## src/rtl/serdes_link_arbiter.sv

```systemverilog
// serdes_link_arbiter
//   Round-robin arbiter that shares one serializer lane between NUM_REQ byte
//   requesters. Each accepted byte is sent as a two-byte frame: a header
//   {4'hA, 2'b00, id}, then the payload byte. Every byte occupies BYTE_CYCLES
//   clocks. GAP_CYCLES idle clocks follow each frame.
//
// Ports
//   clk            in   clock, rising edge
//   reset          in   synchronous, active-high reset
//   req_valid_i    in   [NUM_REQ-1:0]    requester i has a byte pending
//   req_data_i     in   [8*NUM_REQ-1:0]  byte of requester i at [8i+7:8i]
//   req_ready_o    out  [NUM_REQ-1:0]    one-hot accept, only asserted in IDLE
//   ser_data_o     out  [7:0]            parallel byte to the serializer
//   ser_load_o     out                   pulse on the first clock of a byte slot
//   busy_o         out                   high whenever not IDLE
//   grant_id_o     out  [1:0]            current or last granted requester
//   frames_sent_o  out  [15:0]           completed frame count (wraps)
module serdes_link_arbiter #(
    parameter int NUM_REQ     = 4,
    parameter int BYTE_CYCLES = 8,
    parameter int GAP_CYCLES  = 1
) (
    input  logic                 clk,
    input  logic                 reset,
    input  logic [NUM_REQ-1:0]   req_valid_i,
    input  logic [8*NUM_REQ-1:0] req_data_i,
    output logic [NUM_REQ-1:0]   req_ready_o,
    output logic [7:0]           ser_data_o,
    output logic                 ser_load_o,
    output logic                 busy_o,
    output logic [1:0]           grant_id_o,
    output logic [15:0]          frames_sent_o
);

    localparam int IDX_W   = (NUM_REQ > 2) ? 2 : 1;
    localparam int CNT_MAX = (BYTE_CYCLES > GAP_CYCLES) ? BYTE_CYCLES : GAP_CYCLES;
    localparam int CNT_W   = (CNT_MAX > 1) ? $clog2(CNT_MAX) : 1;

    localparam logic [1:0] S_IDLE = 2'd0;
    localparam logic [1:0] S_HDR  = 2'd1;
    localparam logic [1:0] S_DATA = 2'd2;
    localparam logic [1:0] S_GAP  = 2'd3;

    logic [1:0]       state_q, state_d;
    logic [CNT_W-1:0] cnt_q, cnt_d;
    logic [IDX_W-1:0] ptr_q, ptr_d;
    logic [7:0]       payload_q, payload_d;
    logic [7:0]       ser_data_q, ser_data_d;
    logic             ser_load_q, ser_load_d;
    logic [1:0]       grant_q, grant_d;
    logic [15:0]      frames_q, frames_d;

    logic             gnt_found;
    logic [IDX_W-1:0] gnt_idx;
    logic [IDX_W-1:0] cand;
    logic [7:0]       sel_data;

    // Search from ptr+1 upward. Walking the offsets from farthest to nearest
    // lets the nearest valid requester overwrite earlier hits.
    always_comb begin
        gnt_found = 1'b0;
        gnt_idx   = '0;
        cand      = '0;
        for (int k = NUM_REQ; k >= 1; k--) begin
            cand = IDX_W'((int'(ptr_q) + k) % NUM_REQ);
            if (req_valid_i[cand]) begin
                gnt_found = 1'b1;
                gnt_idx   = cand;
            end
        end
    end

    always_comb begin
        sel_data = '0;
        for (int i = 0; i < NUM_REQ; i++) begin
            if (gnt_idx == IDX_W'(i)) sel_data = req_data_i[8*i +: 8];
        end
    end

    assign req_ready_o = (state_q == S_IDLE && gnt_found) ? (NUM_REQ'(1) << gnt_idx) : '0;

    always_comb begin
        state_d    = state_q;
        cnt_d      = cnt_q;
        ptr_d      = ptr_q;
        payload_d  = payload_q;
        ser_data_d = ser_data_q;
        ser_load_d = 1'b0;
        grant_d    = grant_q;
        frames_d   = frames_q;
        case (state_q)
            S_IDLE: begin
                if (gnt_found) begin
                    payload_d  = sel_data;
                    grant_d    = 2'(gnt_idx);
                    ptr_d      = gnt_idx;
                    // Header is loaded on the accept edge so it is on the bus
                    // together with the first ser_load pulse.
                    ser_data_d = {4'hA, 2'b00, 2'(gnt_idx)};
                    ser_load_d = 1'b1;
                    cnt_d      = '0;
                    state_d    = S_HDR;
                end
            end
            S_HDR: begin
                if (cnt_q == CNT_W'(BYTE_CYCLES - 1)) begin
                    cnt_d      = '0;
                    ser_data_d = payload_q;
                    ser_load_d = 1'b1;
                    state_d    = S_DATA;
                end else begin
                    cnt_d = cnt_q + 1'b1;
                end
            end
            S_DATA: begin
                if (cnt_q == CNT_W'(BYTE_CYCLES - 1)) begin
                    cnt_d    = '0;
                    frames_d = frames_q + 16'd1;
                    state_d  = (GAP_CYCLES == 0) ? S_IDLE : S_GAP;
                end else begin
                    cnt_d = cnt_q + 1'b1;
                end
            end
            default: begin
                if (cnt_q == CNT_W'(GAP_CYCLES - 1)) begin
                    cnt_d   = '0;
                    state_d = S_IDLE;
                end else begin
                    cnt_d = cnt_q + 1'b1;
                end
            end
        endcase
    end

    always_ff @(posedge clk) begin
        if (reset) begin
            state_q    <= S_IDLE;
            cnt_q      <= '0;
            ptr_q      <= IDX_W'(NUM_REQ - 1);  // next search starts at 0
            payload_q  <= '0;
            ser_data_q <= '0;
            ser_load_q <= 1'b0;
            grant_q    <= '0;
            frames_q   <= '0;
        end else begin
            state_q    <= state_d;
            cnt_q      <= cnt_d;
            ptr_q      <= ptr_d;
            payload_q  <= payload_d;
            ser_data_q <= ser_data_d;
            ser_load_q <= ser_load_d;
            grant_q    <= grant_d;
            frames_q   <= frames_d;
        end
    end

    assign ser_data_o    = ser_data_q;
    assign ser_load_o    = ser_load_q;
    assign busy_o        = (state_q != S_IDLE);
    assign grant_id_o    = grant_q;
    assign frames_sent_o = frames_q;

endmodule
```

## config.mk

```make
export PLATFORM = sky130hd
export DESIGN_NAME = serdes_link_arbiter
export DESIGN_NICKNAME = d
export VERILOG_FILES = /design/src/rtl/serdes_link_arbiter.sv
export SDC_FILE = /design/constraint.sdc
export NUM_CORES = 1
export LEC_CHECK = 0
export BUFFER_PORTS_ARGS = -buffer_cell sky130_fd_sc_hd__buf_2
export CAP_MARGIN = 5
export CORE_MARGIN = 3
export CORE_UTILIZATION = 51
export DETAILED_ROUTE_END_ITERATION = 10
export PLACE_DENSITY = 0.8
export SLEW_MARGIN = 5
export SYNTH_ARGS = -nofsm -noshare
export SYNTH_HDL_FRONTEND = slang
export SYNTH_SLANG_ARGS = --single-unit
```

## constraint.sdc

```tcl
create_clock -name clk -period 2.2 [get_ports clk]
set_input_delay 0.44 -clock clk [delete_from_list [all_inputs] [get_ports clk]]
set_output_delay 0.44 -clock clk [all_outputs]
set_load 0.03 [all_outputs]
```

==> results_dict.tcl <==
set metrics [dict create \
    fin_setup_tns_ns 0 \
    grt_max_degree 33 \
    worst_pin_slew_ns 0.420 \
    post_dp_hpwl_um 3630 \
    criticalPathCategory "reg2out" \
    clk_pin_slew_ns 0.07 \
    worst_ir_drop_vdd_uv 809 \
    fp.dieArea_um2 5130 \
    grt_use_total_pct 19.1 \
    place_inst 368 \
    slowest_stage "sky130_fd_sc_hd__dfxtp_1" \
    crit_top_cell "sky130_fd_sc_hd__inv_1" \
    io-pin-count 70 \
    slew_headroom_pct 72.0 \
    cts-buffers-inserted 5 \
    synth.lib_cells_used.distinct 39 \
    gp_routability_congestion 0.773 \
    status "finished, final reports clean" \
    die-height_um 71.6 \
    static-leakage-power_uw 0.00120 \
    critPathMaxStageDelay_ns 0.34 \
    synthDominantAreaCellType "sky130_fd_sc_hd__dfxtp_1" \
    critical_path_arrival_ns 1.61 \
    crit_path_start_kind "flop" \
    timing_max_transition_violations_final 0 \
    cp_cell_sequence "inv_1, ha_2, inv_1, a21oi_2, nand2_1, nor2b_1, buf_2" \
    maxClockFrequency_mhz 487 \
    vias 2012 \
    ys_dominant_reg_cell "sky130_fd_sc_hd__dfxtp_1" \
    detail_route.first_pass.iterations 4 \
    first_global_vias 1820 \
    synth.yosys.warnings 0 \
    total_congestion_overflow 0 \
    synth_largest_type_area_fraction_pct 38.3 \
    layout-area-overhead-vs-synth_pct 22.3 \
    final.min_clock_period_ns 2.05 \
    clock_tree.root_cell "sky130_fd_sc_hd__clkbuf_8" \
    highest_layer "met4" \
    power.density_cell_area_nw_per_um2 1040 \
    synth.yosys.seq_area_share_pct 38.3 \
    synthesized_nets 300 \
    num-fill-cells 341 \
    totalWireLength_um 4690 \
    clk_latency_ns 0.29 \
    hold_path_startpoint "payload_q[0]" \
    final-instance-count-excl-fill 376 \
    final_hold_violating_endpoints 0 \
    post_route_cells_drive_above_1_share_pct 31.0 \
    die_width_um 71.6 \
    post_synth_inst_count 254 \
    setup.worst_path.end_class "output port" \
    antenna_found_initial 0 \
    cell_area_after_technology_mapping_um2 2190 \
    detail_route.vias_per_cell 5.35 \
    grt_setup_unrepaired "no" \
    skew_ns 0.00560 \
    syn-mean-instance-area_um2 8.64 \
    drtAntennaViolNets 0 \
    drcViolationCount 0 \
    grt_pass1_wl_um 7840 \
    num_rows 23 \
    synth_top_cells_by_area "sky130_fd_sc_hd__dfxtp_1, sky130_fd_sc_hd__mux2i_1, sky130_fd_sc_hd__nor2_1" \
    cap_viol_max_count 0 \
    core_region_area_um2 4090 \
    synth_top_cells_by_count "sky130_fd_sc_hd__dfxtp_1, sky130_fd_sc_hd__nor2_1, sky130_fd_sc_hd__mux2i_1, sky130_fd_sc_hd__nand3_1, sky130_fd_sc_hd__a21oi_1" \
    hold_buffers 0 \
    cts-htree-levels 2 \
    initial_core_util_pct 53.7 \
    clock-sinks 42 \
    r2r_startpoint "cnt_q[0]" \
    initialDrtViolationCount 72 \
    ys_ff_latch 42 \
    port_buffers 69 \
    ctsLongestPathBuffers 2 \
    routedWlPerCell_um 12.5 \
    async_reset_ff_share_pct 0 \
    detail_route.wirelength.met1_um 2070 \
    synth_enable_flop_cells 0 \
    detailed_place.area_um2 2580 \
    required_time_of_the_worst_setup_path_ns 1.76 \
    wire_length_on_met3_um 288 \
    num_antenna_cells 0 \
    post-route-cell-area_um2 2690 \
    holdCritPathClass "reg2reg" \
    cts_tree "done" \
    finalSetupViolations 0 \
    critical_path.startpoint "state_q[1]" \
    nets 371 \
    final.period_utilization_pct 93.3 \
    detailroute.wirelength.met2_um 2310 \
    critical_path_maximum_fanout 6 \
    top_count_cell_post_synth "sky130_fd_sc_hd__dfxtp_1" \
]
registers in the layout, summed over array words and instances, names as in the netlist:
| signal | flops |
|---|---|
| frames_sent_o | 16 |
| payload_q | 8 |
| ser_data_o | 8 |
| cnt_q | 3 |
| grant_id_o | 2 |
| ptr_q | 2 |
| state_q | 2 |
| ser_load_o | 1 |
power breakdown:
| part | switching [µW] | total, µW | leakage (µW) | internal [µW] |
|---|---|---|---|---|
| logic | 739 | 1250 | 0.000814 | 507 |
| registers | 111 | 1030 | 0.000343 | 921 |
| clock network | 253 | 505 | 0.0000472 | 252 |
| total | 1100 | 2780 | 0.00120 | 1680 |
path summary, 6_finish.rpt:
| check | slack [ns] | cells after the start | to |
|---|---|---|---|
| max | 0.15 | 7 | req_ready_o[3] |
| min | 0.46 | 2 | payload_q[0] |
| max reg2reg | 0.25 | 7 | ser_data_o[5] |
| min reg2reg | 0.46 | 2 | payload_q[0] |
logic make-up after synthesis:
logic type,Yosys count,synth area share [%]
adder cells (fa/ha/maj),8,4.56
buffers and inverters,22,5.30
AND/OR/NAND/NOR,95,21.5
AO/OA/AOI/OAI,49,13.2
multiplexers,27,12.8
XOR/XNOR,11,4.39
flip-flops,42,38.3
timing repair:
item | CTS | global route
setup endpoints to repair | 0 | 2
setup buffers | 0 | 0
resized for setup | 0 | 3
placed cells by master, fill, tap and decap left out, types with 9 or more instances in the layout:
cell type | netlist | routed
sky130_fd_sc_hd__buf_2 | 3 | 68
sky130_fd_sc_hd__o21ai_1 | 9 | 9
sky130_fd_sc_hd__mux2i_1 | 19 | 19
sky130_fd_sc_hd__nor2_1 | 31 | 31
sky130_fd_sc_hd__o21ai_0 | 12 | 12
sky130_fd_sc_hd__nand3_1 | 19 | 19
sky130_fd_sc_hd__a21oi_1 | 17 | 16
sky130_fd_sc_hd__nand2_1 | 16 | 16
sky130_fd_sc_hd__inv_1 | 10 | 10
sky130_fd_sc_hd__dfxtp_1 | 42 | 42
through the flow:
step | setup WS, ns | total power, µW | hold WS (ns) | utilization [%]
after floorplan | 0.00338 | 2010 | 0.432 | -
after global placement | 0.321 | 2260 | 0.446 | 63.2
after detailed placement | 0.271 | 2290 | 0.452 | 63.2
after CTS | 0.0268 | 2800 | 0.462 | 65.5
after global routing | 0.0189 | 2990 | 0.479 | 65.7
final | 0.148 | 2780 | 0.462 | 65.7
metal layers:
metal | track usage, % | up-vias
li1 | - | 1028
met1 | 23.3 | 921
met2 | 32.4 | 61
met3 | 4.63 | 2
met4 | 6.89 | 0
met5 | 0 | -
critical path: cells and delay by family (launching register included):
family / cells / cell delay, ns
flops: 1 / 0.34
compound gates: 1 / 0.14
buf+inv: 3 / 0.39
simple gates: 2 / 0.23
fa+ha+maj: 1 / 0.22
layout make-up:
cell class / count / area [µm²] / share of cell area, %
Clock buffer: 6 / 82.6 / 3.08
Clock inverter: 2 / 12.5 / 0.466
Inverter: 10 / 37.5 / 1.40
Multi-Input combinational cell: 190 / 1250 / 46.5
Sequential cell: 42 / 841 / 31.3
Tap cell: 50 / 62.6 / 2.33
Timing Repair Buffer: 76 / 400 / 14.9
(Power assumes the default switching activity.)
